===== src/rtl/fetch_unit_pkg.sv =====
// Shared definitions for the instruction fetch front-end.
//   NOP_INSTR        : word shown to decode while the instruction buffer is empty
//   DEFAULT_RESET_PC : default fetch address after reset
//   fetch_entry_t    : one instruction buffer entry, {pc, instr}
//   ptr_width()      : pointer width for a buffer of the given depth (minimum 1)
package fetch_unit_pkg;

    localparam logic [31:0] NOP_INSTR        = 32'h0000_0013;
    localparam logic [31:0] DEFAULT_RESET_PC = 32'h0000_0000;

    typedef struct packed {
        logic [31:0] pc;
        logic [31:0] instr;
    } fetch_entry_t;

    function automatic int ptr_width(input int depth);
        return (depth > 1) ? $clog2(depth) : 1;
    endfunction

endpackage


===== src/rtl/fetch_unit_sync_fifo.sv =====
// Synchronous FIFO with a combinational head read and a synchronous flush.
// DEPTH must be a power of two so that the pointers wrap naturally.
//   clk, rst_n : clock, asynchronous active-low reset
//   flush      : empty the FIFO; takes priority over push and pop
//   push       : write push_data at the tail
//   push_data  : WIDTH-bit entry to write
//   pop        : drop the head entry
//   head       : current head entry (stale when empty)
//   full/empty : occupancy flags
//   count      : number of entries held, 0..DEPTH
module fetch_unit_sync_fifo
    import fetch_unit_pkg::*;
#(
    parameter int WIDTH = 32,
    parameter int DEPTH = 2
) (
    input  logic                        clk,
    input  logic                        rst_n,
    input  logic                        flush,
    input  logic                        push,
    input  logic [WIDTH-1:0]            push_data,
    input  logic                        pop,
    output logic [WIDTH-1:0]            head,
    output logic                        full,
    output logic                        empty,
    output logic [ptr_width(DEPTH):0]   count
);

    localparam int PW = ptr_width(DEPTH);
    localparam logic [PW:0] DEPTH_CNT = (PW + 1)'(DEPTH);

    logic [WIDTH-1:0] mem [DEPTH];
    logic [PW-1:0]    wr_ptr;
    logic [PW-1:0]    rd_ptr;
    logic [PW:0]      cnt;
    logic             do_push;
    logic             do_pop;

    assign full    = (cnt == DEPTH_CNT);
    assign empty   = (cnt == '0);
    assign count   = cnt;
    assign head    = mem[rd_ptr];
    assign do_push = push & ~full;
    assign do_pop  = pop & ~empty;

    always_ff @(posedge clk or negedge rst_n) begin
        if (!rst_n) begin
            wr_ptr <= '0;
            rd_ptr <= '0;
            cnt    <= '0;
            for (int i = 0; i < DEPTH; i++) begin
                mem[i] <= '0;
            end
        end else if (flush) begin
            wr_ptr <= '0;
            rd_ptr <= '0;
            cnt    <= '0;
        end else begin
            if (do_push) begin
                mem[wr_ptr] <= push_data;
                wr_ptr      <= wr_ptr + 1'b1;
            end
            if (do_pop) begin
                rd_ptr <= rd_ptr + 1'b1;
            end
            case ({do_push, do_pop})
                2'b10:   cnt <= cnt + 1'b1;
                2'b01:   cnt <= cnt - 1'b1;
                default: cnt <= cnt;
            endcase
        end
    end

endmodule


===== src/rtl/fetch_unit.sv =====
// Instruction fetch front-end for the RV32I decoder. Issues word fetches on a
// valid/ready request channel, buffers in-order responses together with their
// PC, and hands them to decode over a valid/ready handshake. A redirect flushes
// buffered instructions and marks in-flight fetches for discard.
//   clk, rst_n       : clock, asynchronous active-low reset
//   imem_req_valid   : fetch request valid
//   imem_req_ready   : memory accepts request
//   imem_req_addr    : word-aligned fetch address
//   imem_rsp_valid   : response valid (in order, no backpressure)
//   imem_rsp_data    : fetched instruction word
//   instr_valid      : instruction available to decode
//   instr_ready      : decoder consumes instruction
//   instr, instr_pc  : instruction word and its address
//   redirect_valid   : taken branch/jump, one-cycle pulse
//   redirect_pc      : new fetch target
module fetch_unit
    import fetch_unit_pkg::*;
#(
    parameter logic [31:0] RESET_PC   = DEFAULT_RESET_PC,
    parameter int          FIFO_DEPTH = 2
) (
    input  logic        clk,
    input  logic        rst_n,
    output logic        imem_req_valid,
    input  logic        imem_req_ready,
    output logic [31:0] imem_req_addr,
    input  logic        imem_rsp_valid,
    input  logic [31:0] imem_rsp_data,
    output logic        instr_valid,
    input  logic        instr_ready,
    output logic [31:0] instr,
    output logic [31:0] instr_pc,
    input  logic        redirect_valid,
    input  logic [31:0] redirect_pc
);

    localparam int          PW        = ptr_width(FIFO_DEPTH);
    localparam int          CW        = PW + 1;
    localparam logic [CW:0] DEPTH_EXT = (CW + 1)'(FIFO_DEPTH);

    logic [31:0]   fetch_pc;
    logic          req_en;
    logic [CW-1:0] outstanding;
    logic [CW-1:0] discard;

    fetch_entry_t  buf_head;
    fetch_entry_t  buf_push_data;
    logic          buf_empty;
    logic          buf_full;
    logic [CW-1:0] buf_count;

    logic [31:0]   pcq_head;
    logic          pcq_empty;
    logic          pcq_full;
    logic [CW-1:0] pcq_count;

    logic          req_fire;
    logic          rsp_keep;
    logic          instr_pop;
    logic [CW:0]   occupancy;
    logic [CW:0]   discard_calc;
    logic [CW-1:0] discard_sat;

    // Credits cover both in-flight and buffered words, so a response always
    // finds room in the buffer. req_en keeps the request low for the first
    // cycle after reset release.
    assign occupancy      = {1'b0, outstanding} + {1'b0, buf_count};
    assign imem_req_valid = req_en & (occupancy < DEPTH_EXT);
    assign imem_req_addr  = fetch_pc;
    assign req_fire       = imem_req_valid & imem_req_ready;

    assign rsp_keep       = imem_rsp_valid & (discard == '0) & ~redirect_valid;

    assign instr_valid    = ~buf_empty & ~redirect_valid;
    assign instr          = buf_empty ? NOP_INSTR : buf_head.instr;
    assign instr_pc       = buf_empty ? 32'h0 : buf_head.pc;
    assign instr_pop      = instr_valid & instr_ready;

    assign buf_push_data  = '{pc: pcq_head, instr: imem_rsp_data};

    // Everything still owed by memory after this cycle is stale once redirected.
    assign discard_calc = {1'b0, outstanding} + (CW + 1)'(req_fire) - (CW + 1)'(imem_rsp_valid);
    assign discard_sat  = (discard_calc > DEPTH_EXT) ? DEPTH_EXT[CW-1:0] : discard_calc[CW-1:0];

    always_ff @(posedge clk or negedge rst_n) begin
        if (!rst_n) begin
            fetch_pc    <= RESET_PC;
            req_en      <= 1'b0;
            outstanding <= '0;
            discard     <= '0;
        end else begin
            req_en <= 1'b1;

            case ({req_fire, imem_rsp_valid})
                2'b10:   outstanding <= outstanding + 1'b1;
                2'b01:   outstanding <= outstanding - 1'b1;
                default: outstanding <= outstanding;
            endcase

            if (redirect_valid) begin
                fetch_pc <= {redirect_pc[31:2], 2'b00};
                discard  <= discard_sat;
            end else begin
                if (req_fire) begin
                    fetch_pc <= fetch_pc + 32'd4;
                end
                if (imem_rsp_valid && (discard != '0)) begin
                    discard <= discard - 1'b1;
                end
            end
        end
    end

    fetch_unit_sync_fifo #(
        .WIDTH (64),
        .DEPTH (FIFO_DEPTH)
    ) u_instr_buf (
        .clk       (clk),
        .rst_n     (rst_n),
        .flush     (redirect_valid),
        .push      (rsp_keep),
        .push_data (buf_push_data),
        .pop       (instr_pop),
        .head      (buf_head),
        .full      (buf_full),
        .empty     (buf_empty),
        .count     (buf_count)
    );

    // PCs of live (non-discarded) requests, matched to responses in order.
    fetch_unit_sync_fifo #(
        .WIDTH (32),
        .DEPTH (FIFO_DEPTH)
    ) u_pc_queue (
        .clk       (clk),
        .rst_n     (rst_n),
        .flush     (redirect_valid),
        .push      (req_fire),
        .push_data (fetch_pc),
        .pop       (rsp_keep),
        .head      (pcq_head),
        .full      (pcq_full),
        .empty     (pcq_empty),
        .count     (pcq_count)
    );

    a_buf_no_overflow : assert property (@(posedge clk) disable iff (!rst_n)
        rsp_keep |-> (!buf_full && !pcq_empty));
    a_pcq_no_overflow : assert property (@(posedge clk) disable iff (!rst_n)
        (req_fire && !redirect_valid) |-> !pcq_full);
    a_pcq_bounded     : assert property (@(posedge clk) disable iff (!rst_n)
        pcq_count <= outstanding);

endmodule


===== config.mk =====
export PLATFORM = sky130hd
export DESIGN_NAME = fetch_unit
export DESIGN_NICKNAME = d
export VERILOG_FILES = /design/src/rtl/fetch_unit_pkg.sv /design/src/rtl/fetch_unit_sync_fifo.sv /design/src/rtl/fetch_unit.sv
export SDC_FILE = /design/constraint.sdc
export NUM_CORES = 1
export LEC_CHECK = 0
export ABC_AREA = 1
export CORE_UTILIZATION = 55
export CTS_CLUSTER_DIAMETER = 40
export DETAILED_ROUTE_END_ITERATION = 10
export PLACE_DENSITY = 0.89
export SLEW_MARGIN = 40
export SYNTH_ARGS = -nofsm -noshare
export SYNTH_HDL_FRONTEND = slang
export SYNTH_SLANG_ARGS = --single-unit

===== constraint.sdc =====
create_clock -name clk -period 3.45 [get_ports clk]
set_input_delay 0.8625 -clock clk [delete_from_list [all_inputs] [get_ports clk]]
set_output_delay 0.8625 -clock clk [all_outputs]
set_load 0.005 [all_outputs]

## Yosys cells after proc, flatten, opt, wreduce, memory -nomap -nowiden

Index checks and enable logic that the tools add are counted.

| word-level totals | value |
|---|---|
| memory bits (read-only) | 0 |
| latch bits | 0 |
| bits in writable memories | 0 |
| bits of input ports | 70 |
| output and inout port bits | 98 |
| bits in registers | 237 |
| logic and storage cells | 114 |
| memories kept | 0 |

| operators by class | value |
|---|---|
| equality and inequality tests | 8 |
| $lt $le $gt $ge | 8 |
| div/mod/pow operators | 0 |
| mux-type cells | 32 |
| reduce and logical (&&, ||, !) cells | 18 |
| bitwise gates (word level) | 19 |
| add/sub/neg operators | 15 |
| multiply operators | 0 |
| shift-type cells | 0 |

Operators by type and width:

| kind | number |
|---|---|
| 32-bit 2-to-1 mux | 8 |
| 64-bit 2-to-1 mux | 4 |
| 128-bit bitwise mux | 1 |
| 64-bit bitwise mux | 1 |
| 64-bit demux with 1-bit select | 1 |
| 32-bit by 3-bit adder with 32-bit output (second input constant) | 1 |
| 32-bit demux with 1-bit select | 1 |
| 2-bit nonzero test | 8 |
| 2-bit one-hot mux with 2 select lines | 3 |
| 1-bit AND | 10 |
| 2-bit == test (second input constant) | 5 |
| 2-bit 2-to-1 mux | 5 |
| 2-bit >= comparator (second input constant) | 4 |
| 1-bit 2-to-1 mux | 8 |
| 1-bit inverter with 2-bit output | 4 |
| 2-bit by 1-bit subtractor with 2-bit output (second input constant) | 4 |
| 2-bit by 1-bit adder with 2-bit output (second input constant) | 3 |
| 2-bit by 1-bit == test with 1-bit output (second input constant) | 3 |
| 2-bit logical NOT | 3 |
| 3-bit nonzero test | 2 |
| 1-bit inverter | 5 |
| 1-bit adder (second input constant) | 4 |
| 2-bit by 1-bit < comparator with 1-bit output (second input constant) | 2 |
| 2-bit AND reduction | 2 |
| 6 further kinds | 8 |

## Logic depth before layout (Yosys ltp)

| depth | value |
|---|---|
| depth after elaboration | 9 |
| depth in mapped cells | 13 |
| depth with buffers taken out | 13 |

## Modules after synthesis

From an unflattened synthesis, not the netlist that was laid out.

| unflattened totals | value |
|---|---|
| cells, all modules | 1620 |
| area total of the unflattened synthesis | 12548.3 um2 |

Modules (own cells, without submodules):

| module | times used | sequential area each (um2) | area an instance (um2) | cells each |
|---|---|---|---|---|
| fetch_unit_sync_fifo (u_instr_buf) | 1 | 3303.2 | 6299.8 | 718 |
| fetch_unit_sync_fifo (u_pc_queue) | 1 | 1701.6 | 3138.0 | 377 |
| fetch_unit | 1 | 875.8 | 3110.5 | 525 |

## Least setup slack after synthesis

OpenSTA, ideal clock, no wires.

| timing path | value |
|---|---|
| path kind | flip-flop to flip-flop |
| start | register u_instr_buf.cnt[0], in the netlist u_instr_buf.count[0] |
| end | register discard[0] |
| period minus slack after synthesis | 2.919 ns |
| cell stages (with the launch flop) | 14 |
| data required time | 3.368 ns |
| slack | 0.531 ns |
| data arrival time | 2.837 ns |
| path buffers | 0 |
| library setup time | 0.082 ns |
| cell sequence | dfrtp_1 > nand2_1 > inv_1 > fa_1 > nor2_2 > nand3_4 > ha_1 > inv_1 > ha_1 > fa_1 > or2_2 > nor2_1 > nand2_1 > a31oi_1 |

| on the way | value |
|---|---|
| longest elaborated chain between the ends | 9 |

RTL lines:

| item | RTL line | source |
|---|---|---|
| start, declared | fetch_unit_sync_fifo.sv:35 | `logic [PW:0] cnt;` |
| start signal, assigned | fetch_unit_sync_fifo.sv:67 | `2'b10: cnt <= cnt + 1'b1;` |
| start signal, assigned | fetch_unit_sync_fifo.sv:68 | `2'b01: cnt <= cnt - 1'b1;` |
| start signal, assigned | fetch_unit_sync_fifo.sv:69 | `default: cnt <= cnt;` |
| 2-bit by 2-bit adder with 3-bit output (*) | fetch_unit.sv:67 | `assign occupancy = {1'b0, outstanding} + {1'b0, buf_count};` |
| 3-bit by 2-bit < comparator with 1-bit output (*) | fetch_unit.sv:68 | `assign imem_req_valid = req_en & (occupancy < DEPTH_EXT);` |
| 1-bit AND (*) | fetch_unit.sv:68 |  |
| 1-bit AND (*) | fetch_unit.sv:70 | `assign req_fire = imem_req_valid & imem_req_ready;` |
| 2-bit by 1-bit adder with 3-bit output (*) | fetch_unit.sv:82 | `assign discard_calc = {1'b0, outstanding} + (CW + 1)'(req_fire) - (CW + 1)'(imem_rsp_valid);` |
| 3-bit by 1-bit subtractor with 3-bit output (*) | fetch_unit.sv:82 |  |
| 3-bit by 2-bit > comparator with 1-bit output | fetch_unit.sv:83 | `assign discard_sat = (discard_calc > DEPTH_EXT) ? DEPTH_EXT[CW-1:0] : discard_calc[CW-1:0];` |
| 2-bit 2-to-1 mux (*) | fetch_unit.sv:83 |  |
| 2-bit 2-to-1 mux (*) | fetch_unit.sv:100 | `if (redirect_valid) begin` |
| end signal, assigned | fetch_unit.sv:102 | `discard <= discard_sat;` |
| end signal, assigned | fetch_unit.sv:108 | `discard <= discard - 1'b1;` |
| end, declared | fetch_unit.sv:44 | `logic [CW-1:0] discard;` |

Mark *: on every way between the ends. The rest lies on a longest branch, timed or not.
A chain may end at the register's enable or synchronous reset.

## Final worst setup path

| timing path | value |
|---|---|
| start | register u_instr_buf.rd_ptr |
| end | output port instr_pc[15] |

| on the way | value |
|---|---|
| longest elaborated chain between the ends | 5 |

RTL lines:

| item | RTL line | source |
|---|---|---|
| start, declared | fetch_unit_sync_fifo.sv:34 | `logic [PW-1:0] rd_ptr;` |
| start signal, assigned | fetch_unit_sync_fifo.sv:64 | `rd_ptr <= rd_ptr + 1'b1;` |
| 1-bit inverter with 2-bit output (implied by the code) | fetch_unit_sync_fifo.sv:42 | `assign head = mem[rd_ptr];` |
| 64-bit 2-to-1 mux (implied by the code) (3 in a row) | fetch_unit_sync_fifo.sv:42 |  |
| 32-bit 2-to-1 mux | fetch_unit.sv:76 | `assign instr_pc = buf_empty ? 32'h0 : buf_head.pc;` |
| end, declared | fetch_unit.sv:32 | `output logic [31:0] instr_pc,` |

Every way passes these cells. The select of a mux whose other input is x is not followed.

==> flow_summary.yaml <==
outcome:
  status: "finished clean"
clock_network:
  cts_root_buffer: "clkbuf_16"
  clock_sinks: 227
  htree_num_levels: 1
  clk_pin_slew_ns: 0.06
  post_cts.repair.setup_buffers: 0
  ctsHoldBuffers: 0
  cts_buffer_depth: 3
  tritoncts: "done"
  cts_buffers: 31
  ctsResizeCount: 0
  clock_latency_ns: 0.55
floorplanning:
  start_util: 0.5644
  fp.dieH_um: 143.8
  die_width_um: 143.8
  std_cell_rows: 51
  core_area_um2: 19590
  die-area_um2: 20670
  ios: 168
routing:
  routedWlPerCell_um: 16.49
  drt_iter0_markers: 789
  viasPerCell: 5.502
  ant_nets: 0
  drt-pass1-iter-count: 5
  drt_wl_total_um: 29920
  vias: 9980
  drc_errors: 0
global_routing:
  grt.overflow.total: 0
  grt_max_degree: 82
  antenna_found_initial: 0
  grt_pass1_vias: 9842
  grt_first_pass_wirelength_um: 47810
  track_usage: 0.2947
placed_design:
  dpl_cell_area_um2: 12900
  dp.cells: 1756
  place.gp.congestion: 0.9693
  numPortBuffers: 161
  post-place-ws_ns: 0.1634
  hpwl_um: 19290
synthesis:
  synthCells: 1378
  synthArstFlopShare: 1.000
  yosys_most_used_dff: "dfrtp_1"
  synth-warning-count: 0
  synth_enable_flop_cells: 0
  synth_cell_type_count: 40
  synth_area_um2: 11060
  synth_seq_area_share: 0.5137
  avgSynthCellArea_um2: 8.024
  synth-seq-cells: 227
final_layout:
  final_util: 0.7138
  drive_above_1_share: 0.08199
  antenna_cells: 0
  instances_no_fill: 1814
  nFillCells: 1433
  synthToLayoutAreaGrowth_pct: 26.47
  design_area_um2: 13980
  nets: 1601
  layout_common_cells: "nand2_1, dfrtp_1, clkdlybuf4s50_1"
  final_common_cell: "nand2_1"
worst_setup_path:
  crit_arrival_ns: 2.40
  rr_endpoint: "discard[0]"
  startpoint: "u_instr_buf.rd_ptr"
  r2r_slack_ns: 0.32
  end_kind: "primary output"
  reg2reg_depth: 13
  critPathMaxFanout: 19
  critPathKind: "flip-flop to primary output"
  regToRegStartpoint: "u_instr_buf.count[0]"
  required_ns: 2.59
  startpoint_type: "flip-flop"
power:
  fin_total_pwr_mw: 11.79
  p_leak_nw: 6.617
  power_density_nw_per_um2: 843.1
  peakVddDrop_uv: 472.3
run:
  maxCapViolCount: 0
timing:
  worst_pin_slew_ns: 0.7130
  layout_min_cycle_time_ns: 3.265
  timing.hold.ws_ns: 0.3521
  rsz0062_at_grt: "false"
  setup_tns_ns: 0
  slew_headroom: 0.5246
  fmax_mhz: 306.3
  fin_crit_sh: 0.9464
  finalHoldViolations: 0
  final.setup_skew_ns: 0.01271
  setup_viol: 0
  finalMaxSlewViolations: 0
  worst_slack_ns: 0.1847
worst_hold_path:
  hold_class: "input pin to async pin"
-- cell usage after synthesis (all sizes together), types with 2 or more instances --
master	n	area, um^2
nand4	3	18.77
nand3	36	197.7
xor2	8	70.07
o21ai	214	1082
o21bai	6	45.04
nand2	486	1837
o211ai	6	45.04
a31oi	2	12.51
mux2	30	337.8
clkbuf	26	98.84
dfrtp	227	5680
nor2	64	294.0
conb	2	7.510
fa	2	40.04
buf	47	305.3
a21oi	65	325.3
xnor2	4	35.03
ha	5	62.56
inv	139	521.8
-- final cells by class --
type / instances / area, um^2 / area share
Multi-Input combinational cell: 942 / 4474 / 0.3200
Timing Repair Buffer: 183 / 1897 / 0.1356
Tap cell: 265 / 331.6 / 0.02371
Clock buffer: 36 / 834.6 / 0.05968
Inverter: 139 / 521.8 / 0.03731
Sequential cell: 227 / 5682 / 0.4063
Clock inverter: 22 / 242.7 / 0.01736
-- power breakdown --
group,switching (mW),internal (mW),total (mW)
clock network,1.32,1.94,3.26
registers,0.704,3.70,4.40
logic,2.24,1.89,4.12
total,4.26,7.53,11.8
-- logic make-up after synthesis --
| kind of cell | Yosys count | synth area share |
|---|---|---|
| AND/OR/NAND/NOR | 593 | 0.2146 |
| AO/OA/AOI/OAI | 295 | 0.1379 |
| flip-flops | 227 | 0.5137 |
| buffers and inverters | 212 | 0.08374 |
| multiplexers | 30 | 0.03055 |
| XOR/XNOR | 12 | 0.009505 |
| adder cells (fa/ha/maj) | 7 | 0.009279 |
| other | 2 | 0.0006792 |
-- routing by layer --
metal  wire length (um)  vias up  share of wire  GRT usage
li1                   -     4663              -          -
met1              11240     4784           0.38     0.3499
met2              15450      439           0.52     0.5289
met3               1941       94          0.065    0.04265
met4               1284        0          0.043     0.1305
met5                  0        -              0          0
-- flip-flops by register name, indices dropped and copies added, names as in the netlist, 2 cells and up --
| register | cells |
|---|---|
| imem_req_addr | 30 |
| u_instr_buf.count | 2 |
| outstanding | 2 |
| u_instr_buf.mem | 124 |
| u_pc_queue.count | 2 |
| u_pc_queue.mem | 60 |
| discard | 2 |
-- worst max-delay path by stage --
stage | to | slack [ns] | cells past startpoint
CTS | instr_pc[31] | 0.11 | 6
detailed placement | discard[0] | 0.16 | 10
finish | instr_pc[15] | 0.18 | 4
global placement | discard[0] | 0.22 | 10
floorplan | discard[0] | 0.53 | 13
global route | imem_req_valid | 0.03 | 5
-- critical path, stage by stage, from the launching register on --
cell,delay [ns]
dfrtp_2,0.65
buf_4,0.28
o21ai_0,0.13
a21oi_1,0.23
clkdlybuf4s50_1,0.56
Power figures use the tool's default switching activity.
